### src/rtl/relu_if.sv
// ReLU stage data bus: activation in, stage controls, registered result out.
// Latency: n/a (wiring only; the stage behind it adds one register).
// Backpressure: none; a new sample is accepted every cycle.
interface relu_if #(
    parameter int DATA_W = 16
);
    logic [DATA_W-1:0] DATA_IN;
    logic              EN_reLU;
    logic              BYPASS_reLU;
    logic [DATA_W-1:0] reLU_OUT;

    // Upstream side: drives the activation and controls, observes the result.
    modport master (
        output DATA_IN,
        output EN_reLU,
        output BYPASS_reLU,
        input  reLU_OUT
    );

    // ReLU stage side.
    modport slave (
        input  DATA_IN,
        input  EN_reLU,
        input  BYPASS_reLU,
        output reLU_OUT
    );
endinterface

### src/rtl/relu.sv
// Registered two's-complement ReLU with bypass and enable for the NPU datapath.
// Latency: 1 cycle from DATA_IN/controls to reLU_OUT.
// Backpressure: none; one sample per cycle, no handshake.
module relu #(
    parameter int DATA_W = 16
) (
    input  logic   CLKEXT,
    input  logic   RST,
    relu_if.slave  bus
);

    logic [DATA_W-1:0] out_q;
    logic [DATA_W-1:0] out_d;

    // Next value: disabled stage loads zero regardless of bypass, bypass passes
    // the input bit-exact, otherwise clamp anything with the sign bit set to zero.
    always_comb begin
        out_d = '0;
        if (bus.EN_reLU) begin
            if (bus.BYPASS_reLU) begin
                out_d = bus.DATA_IN;
            end else if (!bus.DATA_IN[DATA_W-1]) begin
                out_d = bus.DATA_IN;
            end
        end
    end

    // Single output register; synchronous reset has priority over everything.
    always_ff @(posedge CLKEXT) begin
        if (RST) begin
            out_q <= '0;
        end else begin
            out_q <= out_d;
        end
    end

    assign bus.reLU_OUT = out_q;

endmodule

### src/flat_wrapper.sv
// flat-port wrapper written by rule: the top's interface ports become plain ports
module relu_flat 
#(
    parameter int DATA_W = 16
)
  (CLKEXT, RST, bus_DATA_IN, bus_EN_reLU, bus_BYPASS_reLU, bus_reLU_OUT);
  relu_if #(.DATA_W(DATA_W)) bus_i ();
  input  logic CLKEXT;
  input  logic RST;
  input wire logic [$bits(bus_i.DATA_IN)-1:0] bus_DATA_IN;
  input wire logic [$bits(bus_i.EN_reLU)-1:0] bus_EN_reLU;
  input wire logic [$bits(bus_i.BYPASS_reLU)-1:0] bus_BYPASS_reLU;
  output wire logic [$bits(bus_i.reLU_OUT)-1:0] bus_reLU_OUT;
  assign bus_i.DATA_IN = bus_DATA_IN;
  assign bus_i.EN_reLU = bus_EN_reLU;
  assign bus_i.BYPASS_reLU = bus_BYPASS_reLU;
  assign bus_reLU_OUT = bus_i.reLU_OUT;
  relu #(.DATA_W(DATA_W)) u_core (.CLKEXT(CLKEXT), .RST(RST), .bus(bus_i));
endmodule
### config.mk
export PLATFORM = sky130hd
export DESIGN_NAME = relu_flat
export DESIGN_NICKNAME = d
export VERILOG_FILES = /design/src/rtl/relu_if.sv /design/src/rtl/relu.sv /design/src/flat_wrapper.sv
export SDC_FILE = /design/constraint.sdc
export NUM_CORES = 1
export LEC_CHECK = 0
export ABC_AREA = 1
export CAP_MARGIN = 10
export CORE_MARGIN = 2
export CORE_UTILIZATION = 32
export CTS_BUF_LIST = sky130_fd_sc_hd__clkbuf_8 sky130_fd_sc_hd__clkbuf_16
export CTS_CLUSTER_DIAMETER = 60
export DETAILED_ROUTE_END_ITERATION = 6
export GPL_ROUTABILITY_DRIVEN = 0
export HOLD_SLACK_MARGIN = 0.02
export PLACE_DENSITY = 0.87
export SYNTH_ARGS = -nofsm -noshare
export SYNTH_HDL_FRONTEND = slang
export SYNTH_SLANG_ARGS = --single-unit
### constraint.sdc
create_clock -name CLKEXT -period 1.2 [get_ports CLKEXT]
set_clock_uncertainty 0.2 [all_clocks]
set_input_delay 0.36 -clock CLKEXT [delete_from_list [all_inputs] [get_ports CLKEXT]]
set_output_delay 0.36 -clock CLKEXT [all_outputs]
set_load 0.005 [all_outputs]
# Word-level counts from Yosys, hierarchy flattened
# Index checks and enable logic that the tools add are counted.
# W data, S select, Z words.
# op_classes
muxes	2
bitwise_logic	1
n_reduce_logical	1
# ops
cell	n
$mux W16	1
$mux W15	1
$reduce_or A2 Y1	1
$not A1 Y1	1
# totals
ff_bits	16
in_bits	20
output_inout_bits	16
elab_cells	5

# Logic depth before layout (Yosys ltp)
# logic_depth
depth_word	2
mapped_depth	5
depth_no_buf	4

# Worst setup path before layout
# OpenSTA, ideal clock, no wires.
# synth_path
path_kind	input port to flip-flop
from	input port bus_BYPASS_reLU
to	register u_core.out_q[0], in the netlist u_core.bus.reLU_OUT[0]
setup_time_ps	112
arrival_time_ps	715
required_ps	888
path_slack_ps	172
cell_stages	5
path_buffers	1
cell_sequence	inv_1 > nand2_4 > buf_8 > nand2_1 > nor2_2
# synth_via
elab_chain_len	1
# synth_rtl
element	line	source
from (decl)	flat_wrapper.sv:12	input wire logic [$bits(bus_i.BYPASS_reLU)-1:0] bus_BYPASS_reLU;
$mux W16	relu.sv:20	if (bus.BYPASS_reLU) begin
to (signal assigned)	relu.sv:33	out_q <= out_d;
to (decl)	relu.sv:12	logic [DATA_W-1:0] out_q;
# Every way passes these cells.
# A chain may end at the register's enable or synchronous reset.

# Worst setup path in the final report
# layout_path
from	register u_core.out_q[9], in the netlist u_core.bus.reLU_OUT[9]
to	output port bus_reLU_OUT[9]
# layout_rtl
element	line	source
to (decl)	flat_wrapper.sv:13	output wire logic [$bits(bus_i.reLU_OUT)-1:0] bus_reLU_OUT;
# No word-level cell between the ends.

==> impl_metrics.json <==
{
  "start_util": 0.3350,
  "largest_register_ff_count": 16,
  "synth.distinct_cells": 9,
  "startpoint_kind_of_the_worst_setup_timing_path": "flip-flop",
  "max_cap_viols": 0,
  "place_hpwl_um": 752.3,
  "worst_ep_arrival_time_ns": 0.66,
  "detailed_routing_iteration_count_for_the_pre_antenna_repair_pass": 3,
  "gr-total-overflow": 0,
  "n_fill_cell": 144,
  "coreArea_mm2": 0.001471,
  "pre_cts_ws_ns": -0.3074,
  "worst_setup_hold_path_clk_slew_ns": 0.06,
  "totalWireLength_um": 1051,
  "timing.final.crit_share": 1.020,
  "holdBufCountCts": 0,
  "timing.critical_path.buf_inv": 1,
  "run_status": "finished with violations",
  "mean_instance_size_in_the_synthesized_netlist_um2": 9.129,
  "synth.ff_latch_count": 16,
  "critical-path-top-delay-family": "flip-flops",
  "data_required_critical_path_ns": 0.64,
  "vias_in_the_first_global_route": 435,
  "io_buffer_count": 35,
  "yosys_warnings": 0,
  "finalNetCount": 114,
  "fin_area_um2": 842.1,
  "viasPerCell": 4.259,
  "final_period_minus_worst_setup_slack_ns": 1.224,
  "cpMaxStageDelayCell": "dfxtp_2",
  "worst-path-max-fanout": 1,
  "report.final.setup_viol": 16,
  "layout_common_cells": "clkdlybuf4s50_1, nand2_1, nor2_1",
  "max_slew.worst_pin.slew_ns": 0.2063,
  "floorplan.die.height_um": 43.25,
  "drc": 0,
  "die_ar_mm2": 0.001871,
  "gr-usage-all-layers": 0.1224,
  "timing.setup.critical_path_class": "reg2out",
  "hold_path.class": "in2reg",
  "critical_path.cell_chain": "buf_2",
  "postSynthCellCount": 54,
  "grt_first_pass_wirelength_um": 1662,
  "hold_path_depth": 3,
  "area_of_the_mapped_netlist_um2": 493.0,
  "cts-buffers-inserted": 3,
  "num_ports": 36,
  "cts_tree": "built",
  "net_count_of_the_mapped_netlist": 74,
  "drive_gt1_frac": 0.3370,
  "rsz0062_at_grt": "true",
  "placed_cell_area_um2": 840.8,
  "grt_start_max_net_pins": 17,
  "post-cts-setup-buffers": 0,
  "cts-root-to-sink-buffers": 2,
  "hold_violations": 0,
  "power.leakage_uw": 0.0004336,
  "slew-limit-headroom": 0.8622,
  "drt.antenna.violating_nets": 0,
  "clock-sinks": 16,
  "worst-path-stages": 1,
  "htreeDepth": 1,
  "synth-seq-area-share": 0.6497,
  "slew_violations": 0,
  "clock_root_buffer": "clkbuf_8",
  "cellPowerDensity_mw_per_mm2": 1275,
  "placementRows": 14,
  "diodes": 0,
  "layout.cells.most_common": "clkdlybuf4s50_1",
  "route.vias.total": 460,
  "initialDrtViolationCount": 3,
  "routed_wire_length_per_instance_um": 9.731,
  "critical-path-max-stage-delay_ns": 0.31,
  "grt_antenna_before_repair": 0,
  "worst_ir_drop_vdd_mv": 0.7538,
  "area_growth_pct": 70.81,
  "failed_checks": "setup timing",
  "max_clock_freq_mhz": 816.8,
  "postLayoutSetupSlackWorst_ns": -0.02428,
  "dieWidth_um": 43.25,
  "critPathCaptureType": "output port"
}
## Yosys cell counts
cell	number	area share
dfxtp_1	16	0.65
nor2_2	1	0.013
nand2_2	2	0.025
buf_8	1	0.030
buf_4	1	0.015
nor2_1	15	0.11
nand2_4	1	0.023
nand2_1	15	0.11
inv_1	2	0.015
## cells by family after synthesis
logic type / count (synthesis) / share of synthesized area
buffers and inverters: 4 / 0.06092
and+or+nand+nor: 34 / 0.2893
DFF: 16 / 0.6498
## through the flow
step | instances | utilization | TNS, ns | power (uW) | hold slack, ns
after global routing | 108 | 0.5723 | -0.5699 | 1125 | 0.3201
after global placement | 103 | 0.5714 | -6.528 | 711.1 | 0.6962
after detailed placement | 103 | 0.5714 | -6.945 | 714.0 | 0.7019
after floorplan | 54 | - | 0 | 615.0 | 0.2738
after CTS | 107 | 0.5527 | -0.2644 | 1078 | 0.3196
final | 108 | 0.5723 | -0.1472 | 1074 | 0.3074
## final timing paths
path	from	end	slack (ns)
setup / recovery	u_core.bus.reLU_OUT[9]	bus_reLU_OUT[9]	-0.02
hold / removal	bus_EN_reLU	u_core.bus.reLU_OUT[0]	0.31
## where the power goes
part | total [uW] | switching (uW) | internal (uW)
registers | 556 | 4.32 | 552
clock network | 380 | 158 | 222
logic | 139 | 55.8 | 82.7
## per-layer routing
| layer | part of all wire | global-route usage | vias up |
|---|---|---|---|
| met3 | 0.13 | 0.05957 | 0 |
| met1 | 0.39 | 0.1240 | 199 |
| met2 | 0.49 | 0.2090 | 24 |
| li1 | - | - | 237 |
| met5 | 0 | 0 | - |
| met4 | 0 | 0.05455 | 0 |
## final cells by class
class / instances / area [um^2] / share of cell area
well taps: 16 / 20.02 / 0.02377
flip-flops and latches: 16 / 325.3 / 0.3863
clock buffers: 3 / 41.29 / 0.04903
multi-input cells: 36 / 165.2 / 0.1961
inverters: 2 / 7.507 / 0.008915
repair buffers: 35 / 282.8 / 0.3358
## repair_timing
item	4_1_cts	5_1_grt
resized for setup	70	7
setup endpoints to repair	32	25
pin swaps	1	1
gates cloned	1	1
hold endpoints to repair	0	0
Note: power is estimated with default switching activity, not from simulation.
